`src/rtl/arb_mux_pkg.sv`:
```
// Shared constants and helpers for the arb_mux stream multiplexer.
package mux_pkg;

    localparam int MODE_SEL = 0;
    localparam int MODE_RR  = 1;

    typedef enum logic {
        ST_EMPTY = 1'b0,
        ST_FULL  = 1'b1
    } out_state_e;

    function automatic int sel_w(input int n);
        return (n > 2) ? $clog2(n) : 1;
    endfunction

endpackage

```
`src/rtl/arb_mux_rr_arbiter.sv`:
```
// Round-robin grant: first requester strictly after ptr, wrapping modulo N.
module rr_arbiter #(
    parameter int N    = 4,
    parameter int SELW = 2
) (
    input  logic [N-1:0]    req,
    input  logic [SELW-1:0] ptr,
    output logic [N-1:0]    gnt
);

    always_comb begin
        logic found;
        int   idx;
        gnt   = '0;
        found = 1'b0;
        idx   = 0;
        for (int k = 1; k <= N; k++) begin
            idx = (int'(ptr) + k) % N;
            if (!found && req[idx]) begin
                gnt[idx] = 1'b1;
                found    = 1'b1;
            end
        end
    end

endmodule

```
`src/rtl/arb_mux.sv`:
```
// N-input stream multiplexer with a registered output slot; the source is picked
// by an explicit select (MODE_SEL) or by round-robin arbitration (MODE_RR).
module arb_mux
    import mux_pkg::*;
#(
    parameter  int WIDTH = 32,
    parameter  int N     = 4,
    parameter  int MODE  = MODE_SEL,
    localparam int SELW  = sel_w(N)
) (
    input  logic                 clk,
    input  logic                 rst_n,
    input  logic [SELW-1:0]      sel,
    input  logic [N-1:0]         in_valid,
    input  logic [N*WIDTH-1:0]   in_data,
    output logic [N-1:0]         in_ready,
    output logic                 out_valid,
    output logic [WIDTH-1:0]     out_data,
    output logic [SELW-1:0]      out_src,
    input  logic                 out_ready
);

    out_state_e        state_q, state_d;
    logic [WIDTH-1:0]  data_q, data_d;
    logic [SELW-1:0]   src_q, src_d;
    logic [N-1:0]      grant;
    logic [SELW-1:0]   grant_idx;
    logic              can_load;
    logic              load;

    generate
        if (MODE == MODE_RR) begin : g_rr
            logic [SELW-1:0] ptr_q;

            rr_arbiter #(
                .N    (N),
                .SELW (SELW)
            ) u_arb (
                .req (in_valid),
                .ptr (ptr_q),
                .gnt (grant)
            );

            // ptr records the last accepted channel so the search resumes after it.
            always_ff @(posedge clk) begin
                if (!rst_n) begin
                    ptr_q <= SELW'(N - 1);
                end else if (load) begin
                    ptr_q <= grant_idx;
                end
            end
        end else begin : g_sel
            always_comb begin
                grant = '0;
                if (int'(sel) < N) begin
                    grant[sel] = in_valid[sel];
                end
            end
        end
    endgenerate

    always_comb begin
        grant_idx = '0;
        for (int i = 0; i < N; i++) begin
            if (grant[i]) begin
                grant_idx = SELW'(i);
            end
        end
    end

    assign can_load = (state_q == ST_EMPTY) || out_ready;
    assign in_ready = rst_n ? (grant & {N{can_load}}) : '0;
    assign load     = |in_ready;

    always_comb begin
        state_d = state_q;
        data_d  = data_q;
        src_d   = src_q;
        if (load) begin
            state_d = ST_FULL;
            data_d  = in_data[grant_idx*WIDTH +: WIDTH];
            src_d   = grant_idx;
        end else if (state_q == ST_FULL && out_ready) begin
            state_d = ST_EMPTY;
        end
    end

    always_ff @(posedge clk) begin
        if (!rst_n) begin
            state_q <= ST_EMPTY;
            data_q  <= '0;
            src_q   <= '0;
        end else begin
            state_q <= state_d;
            data_q  <= data_d;
            src_q   <= src_d;
        end
    end

    assign out_valid = (state_q == ST_FULL);
    assign out_data  = data_q;
    assign out_src   = src_q;

endmodule
```
`config.mk`:
```
export PLATFORM = sky130hd
export DESIGN_NAME = arb_mux
export DESIGN_NICKNAME = d
export VERILOG_FILES = /design/src/rtl/arb_mux_pkg.sv /design/src/rtl/arb_mux_rr_arbiter.sv /design/src/rtl/arb_mux.sv
export SDC_FILE = /design/constraint.sdc
export NUM_CORES = 1
export LEC_CHECK = 0
export BUFFER_PORTS_ARGS = -buffer_cell sky130_fd_sc_hd__buf_2
export CAP_MARGIN = 20
export CORE_MARGIN = 4
export CORE_UTILIZATION = 41
export CTS_CLUSTER_DIAMETER = 50
export DETAILED_ROUTE_END_ITERATION = 8
export PLACE_DENSITY = 0.85
export SYNTH_ARGS = -nofsm -noshare
export SYNTH_HDL_FRONTEND = slang
export SYNTH_HIERARCHICAL = 1
export SYNTH_SLANG_ARGS = --single-unit
```
`constraint.sdc`:
```
create_clock -name clk -period 7.5 [get_ports clk]
set_input_delay 2.25 -clock clk [delete_from_list [all_inputs] [get_ports clk]]
set_output_delay 2.25 -clock clk [all_outputs]
set_load 0.02 [all_outputs]
```
### Word level (Yosys, flattened, before mapping)

Index checks and enable logic that the tools add are counted.
Widths: inputs -> output; s select.

| storage, ports and cells | value |
|---|---|
| register bits | 35 |
| input bits | 137 |

| operators by class | value |
|---|---|
| order comparisons | 2 |
| shift-type cells | 1 |
| multiplexer cells | 10 |
| bitwise logic cells | 3 |
| reductions and logical operators | 5 |

Operators by type and width:

| operator | count |
|---|---|
| $shiftx 128x8->32 | 1 |
| $and 4x4->4 | 2 |
| $mux 1 | 5 |
| $mux 2 | 2 |
| $mux 4 | 1 |
| $reduce_or 4->1 | 1 |
| $lt 2x3->1 const B | 1 |
| $bmux 1 s2 | 1 |
| $demux 1 s2 | 1 |
| $ge 2x1->1 const B | 1 |
| $logic_and 1x1->1 | 2 |
| $reduce_bool 2->1 | 1 |
| $logic_or 1x1->1 | 1 |
| $not 1->1 | 1 |

### Logic depth before layout (Yosys ltp)

Gate-level depths: netlist of the first run.

| logic depth | value |
|---|---|
| depth in word-level cells | 9 |
| mapped depth | 6 |
| mapped depth without buffers | 4 |

### Least setup slack after synthesis of the first run

OpenSTA, ideal clock, no wires.

| timing | value |
|---|---|
| path kind | input to output |
| from | input sel[0] |
| to | output in_ready[0] |
| arrival | 3.554 ns |
| data required time | 5.250 ns |
| path slack | 1.696 ns |
| stages on the path | 5 |
| buffers on the path | 2 |
| cell sequence | buf_6 -> mux4_2 -> nand3_4 -> buf_2 -> nor3_1 |

| on the way | value |
|---|---|
| longest elaborated chain between the ends | 7 |
| elaborated cells on any way between the ends | 10 |
| those cells by class | 2 x order compare; 5 x mux; 2 x bitwise; 1 x reduce/logical |

RTL lines:

| element | line | source |
|---|---|---|
| from (decl) | arb_mux.sv:13 | `input logic [SELW-1:0] sel,` |
| $lt 2x3->1 (implied by the code) / $ge 2x1->1 (equally long branches) | arb_mux.sv:56 | `grant[sel] = in_valid[sel];` |
| $logic_and 1x1->1 (implied by the code) | arb_mux.sv:56 |  |
| $mux 1 (implied by the code) | arb_mux.sv:56 |  |
| $demux 1 s2 | arb_mux.sv:56 |  |
| $and 4x4->4 (no line) (*) | -- |  |
| $and 4x4->4 (*) | arb_mux.sv:72 | `assign in_ready = rst_n ? (grant & {N{can_load}}) : '0;` |
| $mux 4 (*) | arb_mux.sv:72 |  |
| to (decl) | arb_mux.sv:16 | `output logic [N-1:0] in_ready,` |

Mark *: on every way between the ends. The rest lies on a longest branch, timed or not. The select of a mux whose other input is x is not followed.

### Final worst setup path of the first run

| timing | value |
|---|---|
| from | input sel[1] |
| to | output in_ready[2] |

The elaborated chain is that of the path after synthesis.

==> impl_metrics.yaml, run 1 <==
global_routing:
  grt_pass1_vias: 2446
  grt_max_degree: 42
  grt_pass1_wl_mm: 10.8
  antenna_found_initial: 0
  overflow: 0
  grt_usage_pct: 21.4
synth:
  ys.flop_type: "dfxtp_1"
  synthesis.area_um2: 2070
  ys_seq_elements: 35
  ys_warn_count: 6
  synthCells: 249
  syn_area_per_cell_um2: 8.30
  synth-async-reset-ratio_pct: 0
  synth_edf_count: 0
  synth_cell_types: 26
  yosysSeqAreaShare_pct: 33.9
  synthesis.nets: 386
critical_path:
  worstPathArrival_ns: 3.98
  cp_data_required_time_ns: 5.25
  crit_type: "in2out"
  cp_max_fo: 41
  worstSetupEndpointType: "primary output"
  crit_path_start_kind: "primary input"
timing:
  max_clock_freq_mhz: 161
  setup_viol: 0
  maxSlewViolCount: 0
  fin_skew_ns: 0.00172
  rsz0062_at_grt: "no"
  finalSetupTns_ns: 0
  slew_headroom_pct: 31.3
  worstMarginPinSlew_ns: 1.03
  post-route-min-period_ns: 6.23
  hold_ws_ns: 0.448
  timing.final.crit_share_pct: 83.1
  hold_viol_final: 0
detailed_routing:
  post_drt_wl_per_cell_um: 15.2
  vias_per_cell: 5.40
  routed.top_layer: "met4"
  wirelength_mm: 7.23
  vias: 2563
  met3_length_um: 643
  drtIter0Drc: 117
  met2_length_mm: 3.71
  ant_nets: 0
  drcViolationCount: 0
  drt_first_pass_iters: 5
  drt-met1-wl_mm: 2.79
cts:
  postCtsSetupBuffers: 0
  post_cts_hold_buffer_count: 0
  clock_path_buffers: 2
  cts_tree: "yes"
  cts.sinks: 35
  htreeDepth: 2
  cts-resized-gates: 0
  cts_buffers: 5
  clk_pin_slew_ns: 0.07
  clock_latency_ns: 0.28
  root_buffer: "clkbuf_8"
placement:
  buffer_ports.inserted: 175
  dp_hpwl_mm: 5.56
  place_congestion: 0.769
cells_and_area:
  fillers: 458
  final_nets: 544
  final_common_cell: "buf_2"
  drive_gt1_share_pct: 47.3
  area_delta_synth_final_pct: 45.6
  num_antenna_cells: 0
  layout_common_cells: "buf_2 (175), dfxtp_1 (35), nand2_1 (34), a211oi_1 (32)"
flow_run:
  cap_violations: 0
pwr:
  seq_power_share_pct: 40.9
  swShare_pct: 32.0
  pwr_density_cell_nw_per_um2: 175
  p_total_uw: 527
  clkPwrFrac_pct: 28.4
  internal_power_uw: 358
  power_leakage_nw: 1.55
  switchingPower_uw: 169
  p_comb_share_pct: 30.8
  ir_drop_mv: 0.0861
status:
  status: "completed"
floorplan:
  start_util_pct: 42.9
  die_w_um: 79
  coreArea_um2: 4820
  die-height_um: 79
  rows: 25
  ios: 176
  dieArea_um2: 6240
min_path:
  hold_class: "reg2reg"
-- stage by stage --
stage                     cells  worst slack (ns)  cell area (µm²)  utilization (%)
final                       475              1.27             3010             62.5
after global routing        475              1.11             3010             62.5
after CTS                   475              1.27             3010             62.5
after detailed placement    467              1.27             2910             60.4
after global placement      467              1.36             2910             60.4
after floorplan             249              1.70             2070                -
-- cell type report --
class / instances / area, µm² / area share [%]
Tap cell: 67 / 83.8 / 2.79
Multi-Input combinational cell: 184 / 1210 / 40.4
Timing Repair Buffer: 178 / 898 / 29.9
Inverter: 3 / 11.3 / 0.374
Sequential cell: 35 / 701 / 23.3
Clock buffer: 8 / 100 / 3.33
-- flip-flops by register name (all words and copies together) (netlist names) --
signal	count
out_data	32
out_src	2
out_valid	1
-- power groups by stage --
stage	Clock, mW	Combinational, mW	Sequential (mW)
final	0.150	0.162	0.215
after global routing	0.163	0.177	0.218
after CTS	0.153	0.163	0.215
after detailed placement	0	0.163	0.219
after global placement	0	0.160	0.218
after floorplan	0	0.0711	0.244
-- cells by family (layout without fill, tap and decap cells) --
logic type,Yosys count,after routing,share of synthesized area [%]
flops,35,35,33.9
mux,6,6,3.81
compound gates,102,102,36.0
simple gates,76,76,19.0
buf+inv,30,189,7.32
-- metal layers --
layer / global-route usage, % / vias to the layer above
li1: - / 1284
met3: 5.10 / 10
met4: 6.36 / 0
met2: 40.7 / 135
met5: 0 / -
met1: 23.3 / 1134
-- worst max-delay path, cell delays in order --
cell and delay [ns]:
buf_2 0.47, mux4_2 0.43, nand3_4 0.35, nor3_1 0.26, buf_2 0.20
-- cells in the mapped netlist, types with 2 or more instances --
master / instances / area, µm²
a21boi_0: 2 / 15.0
a211oi_1: 32 / 240
buf_2: 7 / 35.0
o22ai_1: 31 / 194
o31ai_1: 31 / 233
buf_6: 4 / 45.0
a31o_2: 2 / 17.5
nor2_1: 2 / 7.51
dfxtp_1: 35 / 701
nor3_1: 4 / 20.0
nand2b_1: 2 / 12.5
nand2_1: 34 / 128
clkbuf_1: 16 / 60.1
mux2i_1: 3 / 30.0
and3_1: 31 / 194
inv_1: 3 / 11.3
-- final timing paths --
path / cells past startpoint / slack, ns / start / end
worst max-delay path: 5 / 1.27 / sel[1] / in_ready[2]
worst min-delay path: 2 / 0.45 / out_data[20] / out_data[20]
worst max register to register: 4 / 5.90 / out_valid / out_data[16]
worst min register to register: 2 / 0.45 / out_data[20] / out_data[20]
(Power assumes the default switching activity.)
==> inputs of run 2 (changes only) <==
- CORE_UTILIZATION: 41 -> 39
- PLACE_DENSITY: 0.85 -> 0.82
- clock period: 7.5 -> 6.4 ns (I/O delays scaled with it)
==> impl_metrics.yaml, run 2 (synthesized netlist as in run 1, its figures left out) <==
global_routing:
  grt_usage_pct: 21.5
  grt_max_degree: 38
  grt_pass1_vias: 2558
  grt_pass1_wl_mm: 11.1
  overflow: 0
  antenna_found_initial: 0
cts:
  cts_tree: "yes"
  cts_buffers: 5
  root_buffer: "clkbuf_8"
  post_cts_hold_buffer_count: 0
  clock_latency_ns: 0.27
  htreeDepth: 2
  cts-resized-gates: 0
  clock_path_buffers: 2
  cts.sinks: 35
  postCtsSetupBuffers: 0
  clk_pin_slew_ns: 0.06
cells_and_area:
  final_nets: 545
  area_delta_synth_final_pct: 44.8
  fillers: 517
  multi_input_area_um2: 1210
  final_common_cell: "buf_2"
  seq_area_um2: 701
  largest_register_ffs: 32
  fin_area_um2: 2990
  drive_gt1_share_pct: 47.2
  layout_common_cells: "buf_2 (175), dfxtp_1 (35), nand2_1 (34), a211oi_1 (32)"
  num_antenna_cells: 0
status:
  status: "completed"
timing:
  slew_headroom_pct: 30.2
  timing.final.crit_share_pct: 84.3
  finalSetupTns_ns: 0
  rsz0062_at_grt: "no"
  worstMarginPinSlew_ns: 1.05
  post-route-min-period_ns: 5.40
  fin_skew_ns: 0.00223
  maxSlewViolCount: 0
  hold_viol_final: 0
  setup_viol: 0
  max_clock_freq_mhz: 185
floorplan:
  start_util_pct: 40.5
  ios: 176
  die_w_um: 80.8
  dieArea_um2: 6530
  coreArea_um2: 5110
  rows: 26
  die-height_um: 80.8
pwr:
  pwr_density_cell_nw_per_um2: 196
  power_leakage_nw: 1.54
  ir_drop_mv: 0.0811
critical_path:
  r2r_setup_slack_ns: 4.76
  cp_data_required_time_ns: 4.48
  r2r-start: "out_valid"
  reg2reg_to: "out_data[8]"
  r2r_cells: 4
  worstSetupEndpointType: "primary output"
  cp_max_fo: 37
  crit_type: "in2out"
  crit_path_start_kind: "primary input"
  worstPathArrival_ns: 3.48
detailed_routing:
  drtIter0Drc: 106
  vias: 2580
  drcViolationCount: 0
  ant_nets: 0
  drt_first_pass_iters: 4
  vias_per_cell: 5.41
  wirelength_mm: 7.41
  post_drt_wl_per_cell_um: 15.5
min_path:
  hold_class: "reg2reg"
  hold_end: "out_data[5]"
  hold_depth: 2
  hp-start: "out_data[5]"
placement:
  place_congestion: 0.805
  buffer_ports.inserted: 175
  postPlaceCellArea_um2: 2920
  dp_hpwl_mm: 5.67
flow_run:
  cap_violations: 0
==> run 2: cell count changes in the layout (fill, tap and decap cells not counted), sizes merged <==
cell	previous run	this run
clkbuf	8	6
buf	178	179
==> run 2: worst max-delay path by stage <==
stage | slack, ns | end | start | depth (start not counted)
after floorplan | 1.26 | in_ready[0] | sel[0] | 5
after global placement | 1.08 | in_ready[2] | sel[1] | 5
after detailed placement | 1.0 | in_ready[2] | sel[1] | 5
after CTS | 1.0 | in_ready[2] | sel[1] | 5
after global routing | 0.89 | in_ready[0] | sel[1] | 5
final | 1.00 | in_ready[2] | sel[1] | 5
==> run 2: per-stage QoR <==
stage	worst slack [ns]	total power, mW	cells	hold slack, ns	util (%)
2_1_floorplan	1.26	0.369	249	0.535	-
3_3_place_gp	1.08	0.445	471	0.431	57.2
3_5_place_dp	0.999	0.449	471	0.434	57.2
4_1_cts	0.997	0.591	477	0.449	58.6
5_1_grt	0.895	0.620	477	0.464	58.6
6_report	1.00	0.586	477	0.447	58.6
==> run 2: cell type report <==
type / count / area share (%)
Tap cell: 70 / 2.93
Clock buffer: 6 / 2.42
Sequential cell: 35 / 23.4
Multi-Input combinational cell: 184 / 40.6
Timing Repair Buffer: 179 / 30.3
Inverter: 3 / 0.376
==> run 2: worst max-delay path: stages <==
cell,delay (ns)
buf_2,0.30
mux4_2,0.37
nand3_4,0.37
nor3_1,0.29
buf_2,0.22
==> run 2: metal layers <==
layer / vias to the layer above / part of all wire [%] / global-route usage, %
li1: 1284 / - / -
met1: 1166 / 38 / 22.2
met2: 116 / 52 / 41.8
met3: 14 / 7.8 / 4.10
met4: 0 / 1.8 / 8.78
met5: - / 0 / 0
==> run 2: report_power, final <==
group	total [mW]	internal (mW)	switching, mW
Clock	0.142	0.0725	0.0692
Combinational	0.191	0.0807	0.110
Sequential	0.253	0.241	0.0115
Total	0.586	0.395	0.191
==> inputs of run 3 (changes only) <==
- clock period: 6.4 -> 5.35 ns (I/O delays scaled with it)
==> impl_metrics.yaml, run 3 (synthesized netlist as in run 1, its figures left out) <==
cts:
  root_buffer: "clkbuf_8"
  post_cts_hold_buffer_count: 0
  clock_latency_ns: 0.27
  cts_tree: "yes"
  cts-resized-gates: 0
  cts_buffers: 5
  clk_pin_slew_ns: 0.07
  htreeDepth: 2
  cts.sinks: 35
  postCtsSetupBuffers: 0
  clock_path_buffers: 2
pwr:
  power_leakage_nw: 1.56
  ir_drop_mv: 0.136
  pwr_density_cell_nw_per_um2: 243
timing:
  worstMarginPinSlew_ns: 1.08
  maxSlewViolCount: 0
  timing.final.crit_share_pct: 87.2
  post-route-min-period_ns: 4.67
  slew_headroom_pct: 27.9
  fin_skew_ns: 0.00353
  max_clock_freq_mhz: 214
  hold_ws_ns: 0.446
  finalSetupTns_ns: 0
  setup_viol: 0
  hold_viol_final: 0
  rsz0062_at_grt: "no"
critical_path:
  worstSetupEndpointType: "primary output"
  max_stage_delay_ns: 0.62
  crit_type: "in2out"
  cp_data_required_time_ns: 3.74
  cp_slowest_cell: "mux4_2"
  cpMostUsedCell: "buf_2"
  worstPathArrival_ns: 3.06
  path_cells: "buf_2, mux4_2, nand3_4, nor3_1, buf_2"
  cp_max_fo: 37
  crit_path_start_kind: "primary input"
cells_and_area:
  area_delta_synth_final_pct: 46.5
  drive_gt1_share_pct: 47.6
  num_antenna_cells: 0
  final_nets: 546
  fin_util_pct: 59.3
  layout_common_cells: "buf_2 (175), dfxtp_1 (35), nand2_1 (34), a211oi_1 (32)"
  seq_area_um2: 701
  final_common_cell: "buf_2"
  fillers: 509
  largest_register_ffs: 32
  multi_input_area_um2: 1210
floorplan:
  start_util_pct: 40.5
  ios: 176
  coreArea_um2: 5110
  die-height_um: 80.8
  dieArea_um2: 6530
  die_w_um: 80.8
  rows: 26
placement:
  dp_hpwl_mm: 5.61
  buffer_ports.inserted: 175
  place_congestion: 0.826
flow_run:
  cap_violations: 0
detailed_routing:
  vias_per_cell: 5.35
  post_drt_wl_per_cell_um: 15.4
  ant_nets: 0
  wirelength_mm: 7.40
  drcViolationCount: 0
  vias: 2568
  drtIter0Drc: 64
  drt_first_pass_iters: 4
global_routing:
  antenna_found_initial: 0
  grt_usage_pct: 21.4
  overflow: 0
  grt_pass1_vias: 2415
  grt_max_degree: 38
  grt_pass1_wl_mm: 11.0
status:
  status: "completed"
min_path:
  hold_class: "reg2reg"
[run 3: through the flow]
step                      power (mW)  instance area [µm²]  setup slack (ns)  cells
after floorplan                0.442                 2070             0.836    249
after global placement         0.534                 2930             0.715    472
after detailed placement       0.538                 2930             0.687    472
after CTS                      0.746                 3030             0.691    480
after global routing           0.781                 3030             0.595    480
final                          0.736                 3030             0.684    480
[run 3: report_power, final]
part / switching [mW] / leakage, nW / internal, mW
Combinational: 0.132 / 1.21 / 0.0973
Sequential: 0.0130 / 0.289 / 0.289
Clock: 0.0878 / 0.0515 / 0.117
Total: 0.233 / 1.56 / 0.503
[run 3: layer usage]
metal | track usage (%) | part of all wire, % | vias up
met2 | 41.1 | 53 | 106
met4 | 5.91 | 0.73 | 0
li1 | - | - | 1286
met1 | 22.7 | 38 | 1170
met5 | 0 | 0 | -
met3 | 5.76 | 8.1 | 6
[run 3: critical path, delay by kind of cell]
kind | cells | cell delay (ns)
mux | 1 | 0.62
simple gates | 2 | 0.47
buf+inv | 2 | 0.36
[run 3: path summary, 6_finish.rpt]
path                                endpoint   startpoint  cells after the start  slack, ns
worst min-delay path             out_data[0]  out_data[0]                      2       0.45
worst min register to register   out_data[0]  out_data[0]                      2       0.45
worst max-delay path             in_ready[0]       sel[0]                      5       0.68
worst max register to register  out_data[28]    out_valid                      4       3.74
[run 3: cell type report]
cell class,count,share of cell area [%]
Clock buffer,8,3.31
Sequential cell,35,23.1
Inverter,3,0.372
Multi-Input combinational cell,184,40.1
Tap cell,70,2.89
Timing Repair Buffer,180,30.2
